$ cat src/rtl/snn_pkg.sv
// Shared types for the rank-order image path: transmitter FSM states and
// the index-width helper that the sorter and the transmitter both use.
package snn_pkg;

  typedef enum logic {
    IDLE = 1'b0,
    SEND = 1'b1
  } tx_state_t;

  // Width of a pixel index for an image of image_size pixels.
  function automatic int index_width(input int image_size);
    return $clog2(image_size) + 1;
  endfunction

endpackage

$ cat src/rtl/rank_spike_tx.sv
// Captures the rank-ordered pixel list on done and streams the first N_SPIKES
// indexes as AER spikes over valid/ready, brightest pixel first.
module rank_spike_tx
  import snn_pkg::*;
#(
  parameter int IMAGE_SIZE      = 5,
  parameter int IMAGE_SIZE_BITS = index_width(IMAGE_SIZE) - 1,
  parameter int N_SPIKES        = IMAGE_SIZE
) (
  input  logic                                   CLK,
  input  logic                                   RST,
  input  logic [IMAGE_SIZE-1:0][IMAGE_SIZE_BITS:0] sorted_indexes,
  input  logic                                   done,
  output logic [IMAGE_SIZE_BITS:0]               aer_addr,
  output logic                                   aer_valid,
  input  logic                                   aer_ready,
  output logic                                   aer_last,
  output logic                                   busy,
  output logic                                   frame_done,
  output logic                                   overrun
);

  localparam int IW = IMAGE_SIZE_BITS + 1;
  localparam logic [IMAGE_SIZE_BITS:0] LAST_RANK = IW'(N_SPIKES - 1);

  tx_state_t                state_reg, state_next;
  logic [IMAGE_SIZE_BITS:0] rank_reg, rank_next;
  logic [IMAGE_SIZE_BITS:0] cap_buf_reg [N_SPIKES];
  logic                     frame_done_reg, frame_done_next;
  logic                     overrun_reg, overrun_next;
  logic                     load;
  logic                     at_last;
  logic [IMAGE_SIZE_BITS:0] addr_sel;

  assign at_last = (rank_reg == LAST_RANK);

  always_comb begin
    state_next      = state_reg;
    rank_next       = rank_reg;
    load            = 1'b0;
    frame_done_next = 1'b0;
    overrun_next    = 1'b0;
    case (state_reg)
      IDLE: begin
        if (done) begin
          state_next = SEND;
          rank_next  = '0;
          load       = 1'b1;
        end
      end
      SEND: begin
        // A new list arriving mid-frame is dropped; only flag it.
        if (done) begin
          overrun_next = 1'b1;
        end
        if (aer_ready) begin
          if (at_last) begin
            state_next      = IDLE;
            frame_done_next = 1'b1;
          end else begin
            rank_next = rank_reg + 1'b1;
          end
        end
      end
      default: state_next = IDLE;
    endcase
  end

  always_ff @(posedge CLK or posedge RST) begin
    if (RST) begin
      state_reg      <= IDLE;
      rank_reg       <= '0;
      frame_done_reg <= 1'b0;
      overrun_reg    <= 1'b0;
    end else begin
      state_reg      <= state_next;
      rank_reg       <= rank_next;
      frame_done_reg <= frame_done_next;
      overrun_reg    <= overrun_next;
    end
  end

  for (genvar gi = 0; gi < N_SPIKES; gi++) begin : g_buf
    always_ff @(posedge CLK or posedge RST) begin
      if (RST) begin
        cap_buf_reg[gi] <= '0;
      end else if (load) begin
        cap_buf_reg[gi] <= sorted_indexes[gi];
      end
    end
  end

  // Compare-based select keeps the rank width independent of N_SPIKES.
  always_comb begin
    addr_sel = '0;
    for (int i = 0; i < N_SPIKES; i++) begin
      if (rank_reg == IW'(i)) begin
        addr_sel = cap_buf_reg[i];
      end
    end
  end

  assign aer_valid  = (state_reg == SEND);
  assign aer_addr   = aer_valid ? addr_sel : '0;
  assign aer_last   = aer_valid && at_last;
  assign busy       = aer_valid;
  assign frame_done = frame_done_reg;
  assign overrun    = overrun_reg;

endmodule

$ cat config.mk
export PLATFORM = sky130hd
export DESIGN_NAME = rank_spike_tx
export DESIGN_NICKNAME = d
export VERILOG_FILES = /design/src/rtl/snn_pkg.sv /design/src/rtl/rank_spike_tx.sv
export SDC_FILE = /design/constraint.sdc
export NUM_CORES = 1
export LEC_CHECK = 0
export CAP_MARGIN = 20
export CORE_MARGIN = 5
export CORE_UTILIZATION = 55
export CTS_BUF_LIST = sky130_fd_sc_hd__clkbuf_2 sky130_fd_sc_hd__clkbuf_4 sky130_fd_sc_hd__clkbuf_8
export DETAILED_ROUTE_END_ITERATION = 10
export PLACE_DENSITY_LB_ADDON = 0.2
export SYNTH_ARGS = -nofsm -noshare
export SYNTH_HDL_FRONTEND = slang
export SYNTH_SLANG_ARGS = --single-unit
$ cat constraint.sdc
create_clock -name CLK -period 3.95 [get_ports CLK]
set_input_delay 0.395 -clock CLK [delete_from_list [all_inputs] [get_ports CLK]]
set_output_delay 0.395 -clock CLK [all_outputs]
set_load 0.05 [all_outputs]
# Word-level counts from Yosys, hierarchy flattened
# Index checks and enable logic that the tools add are counted.
[word_totals] regBits=27 in_bits=24
[classes] add_sub_neg=1 eq_ne=7 muxes=19 bitwise_logic=1 n_reduce_logical=3
[op_table] operator="4-bit two-way mux" n=9
[op_table] operator="4-bit by 2-bit == test with 1-bit output, second input constant" n=2
[op_table] operator="1-bit two-way mux" n=8
[op_table] operator="4-bit case mux with 2 select lines" n=1
[op_table] operator="2-bit inequality test, second input constant" n=3
[op_table] operator="4-bit by 1-bit adder with 4-bit output, second input constant" n=1
[op_table] operator="4-bit by 1-bit == test with 1-bit output, second input constant" n=1
[op_table] operator="4-bit by 3-bit == test with 1-bit output, second input constant" n=1
[op_table] operator="4-bit zero test" n=1
[op_table] operator="3-bit AND reduction" n=1
[op_table] operator="1-bit case mux with 2 select lines" n=1
[op_table] operator="1-bit logical AND" n=1
[op_table] operator="1-bit NOT" n=1

# Logic depth before layout (Yosys ltp)
[logic_depth] ltp_word=7 ltp_mapped=6

# Least setup slack after synthesis
# No wires, ideal clock.
[synth_timing] path_kind="flip-flop to output port" startpoint="register state_reg (netlist: aer_valid)" endpoint="output port aer_addr[0]" arrival_time_ns=2.268 required_ns=3.555 path_slack_ns=1.287 stages_incl_launch_ff=4 path_cell_list="dfrtp_1 > clkbuf_1 > o21ai_0 > a211oi_1"
[synth_via] elab_chain_cells=1
[synth_lines] element="start: declaration" line_no="rank_spike_tx.sv:26" text="tx_state_t state_reg, state_next;"
[synth_lines] element="start signal: assignment" line_no="rank_spike_tx.sv:76" text="state_reg <= state_next;"
[synth_lines] element="4-bit two-way mux" line_no="rank_spike_tx.sv:104" text="assign aer_addr = aer_valid ? addr_sel : '0;"
[synth_lines] element="end: declaration" line_no="rank_spike_tx.sv:14" text="output logic [IMAGE_SIZE_BITS:0] aer_addr,"
# No other way between the ends.

# Final worst setup path
[layout_timing] startpoint="register rank_reg[0]" endpoint="output port aer_addr[2]"
[layout_via] elab_chain_cells=7
[layout_lines] element="start: declaration" line_no="rank_spike_tx.sv:27" text="logic [IMAGE_SIZE_BITS:0] rank_reg, rank_next;"
[layout_lines] element="start signal: assignment" line_no="rank_spike_tx.sv:77" text="rank_reg <= rank_next;"
[layout_lines] element="4-bit zero test" line_no="rank_spike_tx.sv:97" text="if (rank_reg == IW'(i)) begin"
[layout_lines] element="4-bit two-way mux (4 in a row)" line_no="rank_spike_tx.sv:97"
[layout_lines] element="4-bit two-way mux *" line_no="rank_spike_tx.sv:97"
[layout_lines] element="4-bit two-way mux *" line_no="rank_spike_tx.sv:104"
# Every way passes the cells marked *; elsewhere a longest branch is shown, timed or not.

==> reports/results.ini <==
[cts]
clkLatencyLatePin_ns=0.32
clock_tree.root_cell=clkbuf_4
tritoncts=done
cts_hold_buffers=0
cts_setup_buffers=0
cts_buffers=3
clkTransAtPathRegs_ns=0.15
cts-resized-gates=0
cts_num_sinks=27
clockBufferDepth=2
h-tree-depth=1

[global_routing]
met1_usage=0.234
grt_pass1_vias=1111
grt_max_degree=28
grtUsageMet3=0.0319
grt_antenna_before_repair=0
grt_usage=0.189
grt_pass1_wl_um=5140
grt_overflow=0
busiest_layer=met2
use_met2=0.333

[run_status]
outcome=complete, no violations

[layout]
syn2layout_area_growth_pct=27.3
finalInstanceArea_mm2=0.00180
largest_register_ffs=20
finalNetCount=179
drive_above_1_share=0.200
fill_cells=181
antennaDiodeCount=0

[synthesis]
synth_ff_type=dfrtp_1
synth_cells=119
synth_edf_count=0
synth_top_area_cell=dfrtp_1
synth.avg_cell_area_um2=11.9
synth-seq-cells=27
ys_types=32
syn_nets=147
ys_warn_count=0
synth.top_cells.by_area=dfrtp_1 (48%), mux2_2 (17%), ha_1 (3.5%)
synth.cell_area_mm2=0.00141
synth_top_area_frac=0.478
ys_seq_area_frac=0.478
async_reset_ff_frac=1.00

[critical_path]
required_ns=3.56
cp.arrival_ns=2.68
start_kind=register
path_max_fanout=8
crit_type=register to output pin
end_kind=output pin

[routing]
vias=1091
final_antenna_net_count=0
wl_per_cell_um=17.4
viasPerCell=6.06
drtPass1Iterations=4
finalWirelength_um=3140
first_iter_violations=78
drc=0

[sta]
finalSetupViolations=0
fmax_ghz=0.325
setup_ws_ns=0.877
clock-skew-final_ns=0.00197
whs_ns=0.354
slew_violations=0
hold_viol=0
fin_crit_sh=0.778
period_needed_ns=3.07
rsz0062_at_grt=no
slew_headroom=0.515
worst_slew_pin_slew_ns=0.725
tns_ns=0

[run]
max_cap_violations=0

[die]
start_util=0.570
num_rows=18
core_area_mm2=0.00248
ios=33
die_y_um=60.7
dieArea_mm2=0.00368
fp.dieW_um=60.7

[pwr]
vdd_drop_max_uv=575
fin_total_pwr_mw=1.47
power.density_mw_per_mm2=816
power_leakage_nw=0.745

[place]
place_area_mm2=0.00174
place.gp.congestion=0.792
port_buffers=32
place_ws_ns=1.26
dpl.hpwl_um=2370

[hold_path]
min_path_type=primary input to async pin

-- cells by family (layout without fill, tap and decap cells) --
group,Yosys count,after routing,synth area share
AO/OA/AOI/OAI,28,28,0.141
flip-flops,27,27,0.478
AND/OR/NAND/NOR,27,27,0.140
multiplexers,21,21,0.167
buffers and inverters,12,43,0.0381
adder cells (fa/ha/maj),4,4,0.0354
-- worst max-delay path, cell delays in order (launching register included) --
cell             delay [ns]
dfrtp_1                0.46
ha_1                   0.31
or3_1                  0.39
a211oi_1               0.19
o221a_2                0.22
clkdlybuf4s50_1        0.79
-- Yosys cell counts, types with 2 or more instances --
| cell | instances |
|---|---|
| a2111oi_0 | 3 |
| mux2_2 | 21 |
| nand3b_1 | 3 |
| dfrtp_1 | 27 |
| nand2_1 | 2 |
| a31oi_1 | 4 |
| nor2b_1 | 4 |
| ha_1 | 4 |
| o21ai_0 | 3 |
| and3_1 | 2 |
| nand2b_1 | 3 |
| a211oi_1 | 4 |
| clkbuf_1 | 2 |
| inv_1 | 5 |
| a21oi_1 | 5 |
| buf_2 | 4 |
| and2_1 | 3 |
| and3b_1 | 4 |
| a2bb2oi_1 | 3 |
-- placed cells by master, fill, tap and decap left out, drive strengths merged, types with 3 or more instances in the layout --
cell           instances
ha                     4
a2bb2oi                3
nor2b                  4
clkdlybuf4s50         32
and2                   3
dfrtp                 27
nand2b                 3
inv                    5
a211oi                 4
and3b                  4
a2111oi                3
o21ai                  3
nand3b                 3
a31oi                  4
a21oi                  5
mux2                  21
clkbuf                 3
-- power breakdown --
part | internal [mW] | switching, mW | leakage [nW]
combinational | 0.381 | 0.433 | 0.404
sequential | 0.405 | 0.127 | 0.324
clock | 0.0379 | 0.0825 | 0.0177
total | 0.824 | 0.643 | 0.745
-- metal layers --
layer	part of all wire	wire, um
met1	0.38	1210
met2	0.52	1640
met5	0	0
met4	0.015	47
met3	0.077	243
-- final cells by class --
type | instances | area (um2) | share of cell area
inverters | 5 | 18.8 | 0.0104
flip-flops and latches | 27 | 676 | 0.376
clock inverters | 1 | 5.00 | 0.00278
multi-input cells | 80 | 683 | 0.380
repair buffers | 34 | 355 | 0.198
clock buffers | 3 | 22.5 | 0.0125
well taps | 30 | 37.5 | 0.0209
-- stage by stage --
| step | cells | util |
|---|---|---|
| finish | 180 | 0.726 |
| global route | 180 | 0.726 |
| CTS | 179 | 0.715 |
| detailed placement | 175 | 0.704 |
| global placement | 175 | 0.704 |
| floorplan | 119 | - |
-- worst paths after layout --
kind | from | endpoint | slack [ns] | cells after the start
worst max-delay path | rank_reg[0] | aer_addr[2] | 0.88 | 5
worst min-delay path | RST | cap_buf_reg[10] | 0.35 | 2
worst max register to register | aer_valid | cap_buf_reg[5] | 1.89 | 3
worst min register to register | cap_buf_reg[0] | cap_buf_reg[0] | 0.52 | 1
max in group asynchronous | RST | rank_reg[0] | 3.16 | 3
min in group CLK | cap_buf_reg[0] | cap_buf_reg[0] | 0.52 | 1
No activity file was read; power rests on OpenSTA's default activity.
